## config.mk

```make
export PLATFORM = sky130hd
export DESIGN_NAME = uart_receiver
export DESIGN_NICKNAME = d
export VERILOG_FILES = /design/src/rtl/uart_receiver.sv
export SDC_FILE = /design/constraint.sdc
export NUM_CORES = 1
export LEC_CHECK = 0
export CAP_MARGIN = 40
export CORE_ASPECT_RATIO = 0.7
export CORE_MARGIN = 8
export CORE_UTILIZATION = 60
export CTS_BUF_LIST = sky130_fd_sc_hd__clkbuf_4 sky130_fd_sc_hd__clkbuf_8
export DETAILED_ROUTE_END_ITERATION = 10
export GPL_ROUTABILITY_DRIVEN = 0
export GPL_TIMING_DRIVEN = 0
export PLACE_DENSITY = 0.84
export SLEW_MARGIN = 5
export SYNTH_ARGS = -nofsm -noshare
export SYNTH_HDL_FRONTEND = slang
export SYNTH_SLANG_ARGS = --single-unit
```

## constraint.sdc

```tcl
create_clock -name clk -period 3.7 [get_ports clk]
set_input_delay 0.37 -clock clk [delete_from_list [all_inputs] [get_ports clk]]
set_output_delay 0.37 -clock clk [all_outputs]
set_load 0.01 [all_outputs]
```

## src/rtl/uart_receiver.sv

```systemverilog
// uart_receiver: serial-to-parallel UART receiver.
//   Frame: 1 start bit (0), 8 data bits LSB first, 1 stop bit (1).
//   The line is oversampled at CLKS_PER_BIT clk cycles per bit and sampled at mid-bit.
// Ports:
//   clk        clock
//   rst_n      asynchronous reset, active-low
//   rx         serial line, idles high, asynchronous to clk
//   rx_data    last good byte, held until the next good frame
//   rx_valid   1-cycle pulse: rx_data updated this cycle
//   frame_err  1-cycle pulse: stop bit sampled 0, byte discarded
//   rx_busy    high whenever the receiver is not idle
module uart_receiver #(
    parameter int unsigned CLKS_PER_BIT = 8
) (
    input  logic       clk,
    input  logic       rst_n,
    input  logic       rx,
    output logic [7:0] rx_data,
    output logic       rx_valid,
    output logic       frame_err,
    output logic       rx_busy
);

    localparam int unsigned HALF = CLKS_PER_BIT / 2;
    localparam int unsigned CntW = $clog2(CLKS_PER_BIT);
    localparam logic [CntW-1:0] HalfLast = CntW'(HALF - 1);
    localparam logic [CntW-1:0] BitLast  = CntW'(CLKS_PER_BIT - 1);
    localparam logic [CntW-1:0] CntOne   = CntW'(1);

    typedef enum logic [2:0] {
        StIdle,
        StStart,
        StData,
        StStop,
        StBreak
    } state_e;

    state_e          state_q, state_d;
    logic [CntW-1:0] cnt_q, cnt_d;
    logic [2:0]      bit_idx_q, bit_idx_d;
    logic [7:0]      shift_q, shift_d;
    logic [7:0]      rx_data_q, rx_data_d;
    logic            rx_valid_q, rx_valid_d;
    logic            frame_err_q, frame_err_d;
    logic            sync1_q, sync2_q;
    logic            rx_s;

    // Two-flop synchroniser; resets to the idle (high) line level so reset
    // release never looks like a start edge.
    always_ff @(posedge clk or negedge rst_n) begin
        if (!rst_n) begin
            sync1_q <= 1'b1;
            sync2_q <= 1'b1;
        end else begin
            sync1_q <= rx;
            sync2_q <= sync1_q;
        end
    end

    assign rx_s = sync2_q;

    always_ff @(posedge clk or negedge rst_n) begin
        if (!rst_n) begin
            state_q     <= StIdle;
            cnt_q       <= '0;
            bit_idx_q   <= '0;
            shift_q     <= '0;
            rx_data_q   <= '0;
            rx_valid_q  <= 1'b0;
            frame_err_q <= 1'b0;
        end else begin
            state_q     <= state_d;
            cnt_q       <= cnt_d;
            bit_idx_q   <= bit_idx_d;
            shift_q     <= shift_d;
            rx_data_q   <= rx_data_d;
            rx_valid_q  <= rx_valid_d;
            frame_err_q <= frame_err_d;
        end
    end

    always_comb begin
        state_d     = state_q;
        cnt_d       = cnt_q;
        bit_idx_d   = bit_idx_q;
        shift_d     = shift_q;
        rx_data_d   = rx_data_q;
        rx_valid_d  = 1'b0;
        frame_err_d = 1'b0;

        unique case (state_q)
            StIdle: begin
                if (!rx_s) begin
                    state_d = StStart;
                    cnt_d   = '0;
                end
            end
            StStart: begin
                // Re-check the line at mid start bit to reject short glitches.
                if (cnt_q == HalfLast) begin
                    if (!rx_s) begin
                        state_d   = StData;
                        cnt_d     = '0;
                        bit_idx_d = '0;
                    end else begin
                        state_d = StIdle;
                    end
                end else begin
                    cnt_d = cnt_q + CntOne;
                end
            end
            StData: begin
                if (cnt_q == BitLast) begin
                    shift_d[bit_idx_q] = rx_s;
                    cnt_d              = '0;
                    if (bit_idx_q == 3'd7) begin
                        state_d = StStop;
                    end else begin
                        bit_idx_d = bit_idx_q + 3'd1;
                    end
                end else begin
                    cnt_d = cnt_q + CntOne;
                end
            end
            StStop: begin
                // Leaving at mid stop bit leaves half a bit of slack for the
                // next start edge in back-to-back traffic.
                if (cnt_q == BitLast) begin
                    cnt_d = '0;
                    if (rx_s) begin
                        rx_data_d  = shift_q;
                        rx_valid_d = 1'b1;
                        state_d    = StIdle;
                    end else begin
                        frame_err_d = 1'b1;
                        state_d     = StBreak;
                    end
                end else begin
                    cnt_d = cnt_q + CntOne;
                end
            end
            StBreak: begin
                // Wait out a held-low line so a break gives one error, not a
                // stream of false starts.
                if (rx_s) begin
                    state_d = StIdle;
                end
            end
            default: begin
                state_d = StIdle;
            end
        endcase
    end

    assign rx_data   = rx_data_q;
    assign rx_valid  = rx_valid_q;
    assign frame_err = frame_err_q;
    assign rx_busy   = (state_q != StIdle);

endmodule

```

==> metrics.md, run 1 <==
| Metric | Value |
|---|---|
| Outcome | complete, no violations |
| Sequential cell area fraction in the yosys report | between 50 and 60% |
| Filler instances | 156 |
| Clock transition at path regs | 90 ps |
| Lkg Pwr | 0.000777 uW |
| Initial Util | approximately 63% |
| Fin. Hold Viols | 0 |
| PnR worst setup slack | 1520 ps |
| NetSw | 264 uW |
| Power Density | 526 mW/mm^2 |
| Setup_tns | 0 ps |
| Number of buffers created by CTS | 5 |
| DP Wirelength | 1.82 mm |
| Synth Cell Area | 0.00135 sq mm |
| Max IR drop VDD | around 0.00039 V |
| Clk root buf | clkbuf_4 |
| Net Count, Synth | 116 |
| Clock power frac | between 20 and 30% |
| Num rows | 14 |
| Worst slew margin | 65.4% |
| Post-CTS setup buffers | 0 |
| Post-Syn Instances | 107 |
| Post-synth EDFFs | 0 |
| Hold Crit Class | flop to flop |
| Post-DRT Antenna Nets | 0 |
| Post-cts sizing count | 0 |
| Vias in the first global route | ~950 |
| P_int | about 580 uW |
| Via density | 5.43 |
| RSZ-0062 raised after global routing | false |
| DP Worst Slack | 1690 ps |
| Syn avg cell area | around 13 sq um |
| Cell variety after synth | 34 |
| Reg power frac | 46.1% |
| Depth of the CTS H-tree | 2 |
| Synth Flop Type | dfrtp_1 |
| CP Capture Type | primary output |
| Crit path kind | flop to primary output |
| Initial antenna violation count | 0 |
| CP arrival | 1810 ps |
| Final wirelength | 2.45 mm |
| Starting DRC count in detailed routing | 33 |
| Final setup fails | 0 |
| Final worst path period need | approximately 2200 ps |
| DR pass1 iterations | 4 |
| Sw Share | 31.2% |
| Largest net degree at the start of global routing | 20 |
| Worst-path maximum fanout | 10 |
| Via count | around 870 |
| Routed len/inst | 15.2 microns |
| Yosys reg bits | 29 |
| Final #Nets | 137 |
| Fmax | 460 MHz |
| Top post-synthesis cells by count | dfrtp_1, mux2_1, nor2_1, ha_1 |
| Reg area | 728 sq um |
| Hold buffers post-CTS | 0 |
| I/O pins | 14 |
| Final worst path period share | between 50% and 60% |
| Worst-Margin Slew | just over 500 ps |
| CTS tree | yes |
| Max-cap viol count | 0 |
| Area Overhead vs Synth | 18.9% |
| GRT overflow | 0 |
| Setup Skew | approximately 12 ps |
| CORE AREA | roughly 0.0021 sq mm |
| First-pass GRT wire length | 4.36 mm |
| Die area | approximately 0.004 sq mm |
| PortBufs | 13 |
| Final Max Slew Viols | 0 |
| Most instantiated library cell after synthesis | dfrtp_1 |
| Synthesis warning total | 0 |
| Ant. Diodes | 0 |
| Latest clock arrival within the worst-skew pair | 320 ps |
| Multi-input logic area | 577 sq um |
| Critical Path RT | approximately 3300 ps |
| Combinational fraction of design power | 28.5% |
| Clock tree buffer depth | 2 |
| Horiz. Die Dim | slightly above 70 microns |
| Synth area leader | dfrtp_1 |
| CTS Sinks | 29 |
| GRT Total Usage | between 10% and 20% |
| Share of cells above drive strength 1 | 17.1% |
| Asr flop ratio synth | 100% |
| Startpoint types | flop |
| Largest cells by area after synthesis | dfrtp_1, mux2_1, ha_1 |
| DR DRC count | 0 |
| Synth top area share | 50.0% |
| Die H | 55.7 microns |
==> worst paths after layout <==
check	startpoint	end	slack, ps	cells past startpoint
setup / recovery	state_q[0]	rx_busy	1520	3
hold / removal	sync1_q	rx_s	360	0
setup reg to reg	cnt_q[0]	rx_data[3]	1650	5
hold reg to reg	sync1_q	rx_s	360	0
max in group asynchronous	rst_n	cnt_q[2]	2820	2
min in group asynchronous	rst_n	rx_data[5]	370	1
==> state kept, by name, indices dropped and copies added, names as in the netlist <==
signal and cells:
shift_q 8, sync1_q 1, bit_idx_q 3, state_q 3, rx_s 1, rx_data 8
rx_valid 1, frame_err 1, cnt_q 3
==> logic make-up (layout without fill, tap and decap cells) <==
kind of cell,count (synthesis),count (layout),share of synthesized area (%)
adder cells (fa/ha/maj),6,6,5.55
AND/OR/NAND/NOR,33,33,15.4
AO/OA/AOI/OAI,11,11,5.83
flip-flops,29,29,53.8
buffers and inverters,10,32,3.51
multiplexers,18,18,15.8
==> stage by stage <==
step	hold WS [ps]	cell area, sq um	utilization [%]	std cells	power, uW
final	359	1610	75.2	161	846
after global routing	367	1610	75.2	161	904
after CTS	361	1610	75.2	161	851
after detailed placement	349	1540	72.0	153	633
after global placement	348	1520	71.3	152	613
after floorplan	74.4	1350	-	107	565
==> worst max-delay path: stages, from the launching register on <==
cell             delay, ps
dfrtp_1                430
buf_2                  200
or3_1                  370
clkdlybuf4s50_1        480
==> power groups by stage <==
stage          clock (uW)  sequential (uW)  combinational, uW
4_1_cts               222              387                242
5_1_grt               233              395                276
6_report              215              389                241
2_1_floorplan           0              385                180
3_5_place_dp            0              393                240
3_3_place_gp            0              391                222
==> placed cells by master, fill, tap and decap left out, types with 2 or more instances in the layout <==
master | netlist | final
nor3_2 | 2 | 2
nand2b_1 | 4 | 4
nor2_1 | 8 | 8
clkbuf_8 | 0 | 2
nand2_1 | 4 | 4
a22o_1 | 2 | 2
o2bb2ai_1 | 2 | 2
dfstp_2 | 2 | 2
dfrtp_1 | 27 | 27
inv_1 | 4 | 4
nor3_1 | 2 | 2
inv_2 | 2 | 2
mux2_1 | 16 | 16
or3_1 | 2 | 2
buf_2 | 2 | 2
clkbuf_4 | 0 | 5
ha_1 | 6 | 6
clkdlybuf4s50_1 | 0 | 13
a21oi_1 | 3 | 3
nand3_1 | 2 | 2
==> metal layers <==
| layer | global-route usage (%) | routed length, microns | up-vias |
|---|---|---|---|
| li1 | - | - | 423 |
| met1 | 16.7 | 1180 | 426 |
| met2 | 21.4 | 1090 | 18 |
| met3 | 4.50 | 125 | 7 |
| met4 | 8.52 | 64 | 0 |
| met5 | 0 | 0 | - |
==> layout make-up <==
| class | instances | share of cell area [%] |
|---|---|---|
| multi-input cells | 68 | 35.9 |
| well taps | 32 | 2.49 |
| flip-flops and latches | 29 | 45.3 |
| plain buffers | 4 | 1.56 |
| clock buffers | 7 | 4.05 |
| inverters | 6 | 1.40 |
| repair buffers | 14 | 9.03 |
| clock inverters | 1 | 0.311 |
(Power assumes the default switching activity.)
==> inputs of run 2 (changes only) <==
--- a/config.mk
+++ b/config.mk
@@ -8,12 +8,12 @@
 export CAP_MARGIN = 40
 export CORE_ASPECT_RATIO = 0.7
 export CORE_MARGIN = 8
-export CORE_UTILIZATION = 60
+export CORE_UTILIZATION = 52
 export CTS_BUF_LIST = sky130_fd_sc_hd__clkbuf_4 sky130_fd_sc_hd__clkbuf_8
 export DETAILED_ROUTE_END_ITERATION = 10
 export GPL_ROUTABILITY_DRIVEN = 0
 export GPL_TIMING_DRIVEN = 0
-export PLACE_DENSITY = 0.84
+export PLACE_DENSITY = 0.77
 export SLEW_MARGIN = 5
 export SYNTH_ARGS = -nofsm -noshare
 export SYNTH_HDL_FRONTEND = slang
==> constraint.sdc (replaced) <==
create_clock -name clk -period 1.9 [get_ports clk]
set_input_delay 0.19 -clock clk [delete_from_list [all_inputs] [get_ports clk]]
set_output_delay 0.19 -clock clk [all_outputs]
set_load 0.01 [all_outputs]
==> metrics.md, run 2 (same netlist as run 1, synthesis figures left out) <==
| Metric | Value |
|---|---|
| PortBufs | 13 (unchanged) |
| Num rows | 15 (+1) |
| Final std cells w/o fill | 163 (+1.2%) |
| Worst-path maximum fanout | 9 (-1) |
| Slowest stage delay, CP | 380 ps (-100 ps) |
| Starting DRC count in detailed routing | 28 (-15%) |
| Clock transition at path regs | 60 ps (-30 ps) |
| End of the critical path | rx_data[7] |
| Via density | 5.39 (-0.77%) |
| Final worst path period share | between 90% and 100% |
| RR Endpoint | rx_data[7] |
| Reg2reg path depth | 5 (unchanged) |
| Hold Crit Class | input port to async pin |
| DR pass1 iterations | 4 (unchanged) |
| Final setup fails | 0 (unchanged) |
| Critical Path RT | 2050 ps (-1280 ps) |
| Most used cell, CP | ha_1 |
| Max IR drop VDD | 0.000561 V (+46%) |
| CP arrival | 1960 ps (+150 ps) |
| Routed len/inst | 14.8 microns (-2.7%) |
| Worst slew margin | 59.8% (-5.7 points) |
| Outcome | complete, no violations |
| Die H | 58.7 microns (+5.3%) |
| Most frequent cells in the layout | dfrtp_1, mux2_1, clkdlybuf4s50_1, nor2_1, ha_1 |
| Latest clock arrival within the worst-skew pair | 280 ps (-40 ps) |
| DR DRC count | 0 (unchanged) |
| Via count | 878 (+0.46%) |
| Worst-Margin Slew | 601 ps (+90.2 ps) |
| Startpoint types | flop |
| Final worst path period need | between 1500 and 2000 ps |
| RSZ-0062 raised after global routing | true |
| Crit path kind | flop to flop |
| CP max stage cell | dfrtp_1 |
| Worst path cell trace | ha_1 -> ha_1 -> nor2b_4 -> nand4_4 -> mux2_1 |
| Final #Nets | 137 (unchanged) |
| DP Wirelength | 1.82 mm (about the same) |
| Final wirelength | 2.41 mm (-1.5%) |
| Depth of the CTS H-tree | 2 (unchanged) |
| Final Max Slew Viols | 0 (unchanged) |
| CP Capture Type | flop |
| R2R Path Start | cnt_q[0] |
| Share of cells above drive strength 1 | 19.4% (+2.3 points) |
| I/O pins | 14 (unchanged) |
| CTS Sinks | 29 (unchanged) |
| CORE AREA | 0.00246 sq mm (+15%) |
| Commonest non-fill, non-tap cell in the layout | dfrtp_1 |
| Ant. Diodes | 0 (unchanged) |
| Vias in the first global route | 941 (-1.2%) |
| First-pass GRT wire length | 4.36 mm (unchanged) |
| Hold buffers post-CTS | 0 (unchanged) |
| Clock tree buffer depth | 2 (unchanged) |
| GRT overflow | 0 (unchanged) |
| Fin. Hold Viols | 0 (unchanged) |
| GRT Total Usage | 12.4% (-1.6 points) |
| Clk root buf | clkbuf_8 |
| Worst setup path startpoint | cnt_q[0] |
| Area Overhead vs Synth | 24.6% |
| Initial Util | 55.0% (-8.3 points) |
| Setup_tns | 0 ps (unchanged) |
| Power Density | 1060 mW/mm^2 (+100%) |
| Buf/Inv on CP | 0 (-2) |
| Worst R2R Setup Slack | 100 ps (-1550 ps) |
| Lkg Pwr | 0.000787 uW (+1.4%) |
| Fmax | 554 MHz |
| Die area | 0.00451 sq mm (+11%) |
| Horiz. Die Dim | 77.0 microns (+5.8%) |
| Top delay family on crit path | adder cells |
| Post-DRT Antenna Nets | 0 (unchanged) |
| Number of buffers created by CTS | 5 (unchanged) |
| Initial antenna violation count | 0 (unchanged) |
| Setup Skew | 4.50 ps (-7.25 ps) |
| Placed cells | 155 (+1.3%) |
| Max-cap viol count | 0 (unchanged) |
| Final core utilization | 68.5% (-6.7 points) |
| Worst path depth | 5 (+2) |
| Largest net degree at the start of global routing | 21 (+5.0%) |
| CTS tree | yes |
[run 2: changes by cell type in the layout (fill, tap and decap cells not counted), moves of 2 or more]
cell,before,now
buf_2,2,0
buf_4,0,2
clkbuf_4,5,3
clkbuf_8,2,5
[run 2: repair_timing]
item                                   4_1_cts  5_1_grt
resized for setup                            6        3
setup endpoints to repair                   12       11
endpoints found under the hold margin        0        0
setup buffers                                0        0
[run 2: area by class of cell]
| class | instances | area, sq um |
|---|---|---|
| plain buffers | 4 | 30.0 |
| clock buffers | 8 | 91.3 |
| fillers | 167 | 773 |
| inverters | 6 | 22.5 |
| multi-input cells | 68 | 614 |
| flip-flops and latches | 29 | 728 |
| well taps | 34 | 42.5 |
| repair buffers | 14 | 156 |
[run 2: worst min-delay path by stage]
stage	startpoint	end	slack, ps	cells after the start
after floorplan	rst_n	bit_idx_q[0]	-110	0
after global placement	sync1_q	rx_s	350	0
after detailed placement	sync1_q	rx_s	350	0
after CTS	rst_n	bit_idx_q[1]	300	1
after global routing	rst_n	bit_idx_q[0]	320	1
final	rst_n	bit_idx_q[1]	290	1
[run 2: report_power, final]
part / total [uW] / internal [uW] / switching, uW / leakage [uW]
Sequential: 768 / 692 / 75.9 / 0.000387
Clock: 510 / 302 / 208 / 0.0000498
Combinational: 505 / 252 / 253 / 0.000350
Total: 1780 / 1250 / 537 / 0.000787
[run 2: metal layers]
metal / wire length, microns / track usage [%] / part of all wire (%)
met1: 1130 / 14.1 / 47
met2: 1080 / 19.4 / 45
met3: 146 / 5.17 / 6.0
met4: 49 / 7.36 / 2.0
met5: 0 / 0 / 0
[run 2: worst register-to-register path: cells and delay by family, from the launching register on]
kind,cells,cell delay [ps]
adders and majority gates,2,490
DFF,1,380
muxes,1,380
and+or+nand+nor,2,440
[run 2: stage by stage]
step / total power [uW] / cell area (sq um) / hold WS (ps) / worst slack [ps]
final: 1780 / 1690 / 294 / 96.1
after global routing: 1890 / 1690 / 323 / -5.78
after CTS: 1770 / 1670 / 303 / 26.6
after detailed placement: 1230 / 1550 / 350 / -91.1
after global placement: 1190 / 1530 / 348 / -57.7
after floorplan: 1100 / 1350 / -106 / 191
==> inputs of run 3 (changes only) <==
--- a/config.mk
+++ b/config.mk
@@ -5,6 +5,7 @@
 export SDC_FILE = /design/constraint.sdc
 export NUM_CORES = 1
 export LEC_CHECK = 0
+export ABC_CLOCK_PERIOD_IN_PS = 1900
 export CAP_MARGIN = 40
 export CORE_ASPECT_RATIO = 0.7
 export CORE_MARGIN = 8
@@ -14,7 +15,7 @@
 export GPL_ROUTABILITY_DRIVEN = 0
 export GPL_TIMING_DRIVEN = 0
 export PLACE_DENSITY = 0.77
-export SLEW_MARGIN = 5
+export SLEW_MARGIN = 30
 export SYNTH_ARGS = -nofsm -noshare
 export SYNTH_HDL_FRONTEND = slang
 export SYNTH_SLANG_ARGS = --single-unit
==> metrics.md, run 3 (same netlist as run 1, synthesis figures left out) <==
| Metric | Value |
|---|---|
| Outcome | complete, no violations |
| Worst R2R Setup Slack | 120 ps (+20 ps) |
| Worst slew margin | 59.3% (-0.50 points) |
| Worst-Margin Slew | 611 ps (+9.39 ps) |
| Most used cell, CP | ha_1 |
| Depth of the CTS H-tree | 2 (unchanged) |
| CP arrival | 1940 ps (-20 ps) |
| Slowest stage delay, CP | 370 ps (about the same) |
| CP Capture Type | flop |
| Final setup fails | 0 (unchanged) |
| Power Density | 1080 mW/mm^2 (+2.0%) |
| PortBufs | 13 (unchanged) |
| Worst path cell trace | ha_1 -> ha_1 -> nor2b_4 -> nand4_4 -> mux2_1 |
| Final Max Slew Viols | 0 (unchanged) |
| First-pass GRT wire length | 4.28 mm (-1.9%) |
| Via density | 5.39 (unchanged) |
| Min-delay src | rx |
| Post-CTS setup buffers | 0 (unchanged) |
| Buf/Inv on CP | 0 (unchanged) |
| Final core utilization | 67.9% (-0.66 points) |
| Latest clock arrival within the worst-skew pair | 280 ps (about the same) |
| Worst-path maximum fanout | 9 (unchanged) |
| Post-DRT Antenna Nets | 0 (unchanged) |
| Via count | 878 (unchanged) |
| Initial Util | 55.0% (unchanged) |
| Clock tree buffer depth | 2 (unchanged) |
| Die area | 0.00451 sq mm (unchanged) |
| Area Overhead vs Synth | 23.4% |
| Final worst path period need | 1780 ps (-19.6 ps) |
| Commonest non-fill, non-tap cell in the layout | dfrtp_1 |
| Placed cells | 154 (-0.65%) |
| Ant. Diodes | 0 (unchanged) |
| Hold path endpoint | sync1_q |
| Max-cap viol count | 0 (unchanged) |
| Crit path kind | flop to flop |
| DR DRC count | 0 (unchanged) |
| Horiz. Die Dim | 77.0 microns (unchanged) |
| Number of buffers created by CTS | 5 (unchanged) |
| M1 wire length | 1.14 mm (+0.35%) |
| Largest net degree at the start of global routing | 30 (+43%) |
| Top Layer Used | met4 |
| Max IR drop VDD | 0.000492 V (-12%) |
| CTS Sinks | 29 (unchanged) |
| Fmax | 560 MHz (+1.1%) |
| Clk root buf | clkbuf_8 |
| RSZ-0062 raised after global routing | true |
| DP Wirelength | 1.68 mm (-7.6%) |
| Final std cells w/o fill | 163 (unchanged) |
| Met2 WL post-DR | 1.06 mm (-2.5%) |
| RR Endpoint | rx_data[4] |
| Met3 WL | 110 microns (-25%) |
| Lkg Pwr | 0.000782 uW (-0.75%) |
| Final worst path period share | 93.9% (-1.0 points) |
| WHS Path Cells | 1 |
| Final wirelength | 2.36 mm (-2.1%) |
| Initial antenna violation count | 0 (unchanged) |
| CTS tree | yes |
| Setup_tns | 0 ps (unchanged) |
| Top delay family on crit path | adder cells |
| CORE AREA | 0.00246 sq mm (unchanged) |
| DR pass1 iterations | 6 (+2) |
| Share of cells above drive strength 1 | 19.4% (unchanged) |
| Clock transition at path regs | 60 ps (about the same) |
| R2R Path Start | cnt_q[0] |
| Fin. Hold Viols | 0 (unchanged) |
| Startpoint types | flop |
| Vias in the first global route | 932 (-0.96%) |
| Hold Crit Class | input port to flop |
| Routed len/inst | 14.5 microns (-2.1%) |
| Starting DRC count in detailed routing | 34 (+21%) |
| Final #Nets | 137 (unchanged) |
| Die H | 58.7 microns (unchanged) |
| Setup Skew | 7.18 ps (+2.68 ps) |
| Reg2reg path depth | 5 (unchanged) |
| Total chip power | 1800 uW (+0.99%) |
| Num rows | 15 (unchanged) |
| Critical Path RT | 2050 ps (about the same) |
| Most frequent cells in the layout | dfrtp_1, mux2_1, clkdlybuf4s50_1, nor2_1 |
| I/O pins | 14 (unchanged) |
| GRT Total Usage | 12.2% (-0.18 points) |
| CP max stage cell | dfrtp_1 |
| GRT overflow | 0 (unchanged) |
run 3: per-stage QoR:
step	cell area, sq um	worst slack (ps)	hold WS [ps]
detailed placement	1520	-50.3	241
global placement	1530	-57.7	348
CTS	1650	15.2	309
floorplan	1350	191	-106
finish	1670	116	315
global route	1670	-9.70	328
run 3: power by group:
group | switching, uW | internal [uW]
Clock | 211 | 323
Sequential | 76.8 | 692
Combinational | 251 | 246
Total | 539 | 1260
run 3: area by class of cell:
cell class | instances | area (sq um)
plain buffers | 4 | 30.0
clock buffers | 8 | 97.6
fillers | 170 | 790
inverters | 6 | 22.5
multi-input cells | 68 | 614
flip-flops and latches | 29 | 728
well taps | 34 | 42.5
repair buffers | 14 | 134
run 3: worst reg2reg max path, cell delays in order, from the launching register on:
cell and delay [ps]:
dfrtp_1 370, ha_1 220, ha_1 270, nor2b_4 220, nand4_4 220, mux2_1 370
run 3: worst max path at each step:
stage                   from            to  slack, ps  cells past startpoint
floorplan           cnt_q[0]    rx_data[0]        190                      5
global placement    cnt_q[0]    rx_data[5]        -60                      5
detailed placement  cnt_q[0]    rx_data[4]        -50                      5
CTS                 cnt_q[0]  bit_idx_q[0]         20                      5
global route        cnt_q[0]  bit_idx_q[0]        -10                      5
finish              cnt_q[0]    rx_data[4]        120                      5
run 3: repair_timing:
action                                  CTS  global route
cloned                                    0             0
gates resized for setup                   6             3
endpoints found under the setup margin   12            11
endpoints found under the hold margin    27             0
hold buffers                              1             0
run 3: metal layers:
metal	vias up	track usage, %
met3	8	5.17
met2	13	19.1
met5	-	0
li1	421	-
met4	0	7.36
met1	436	13.9
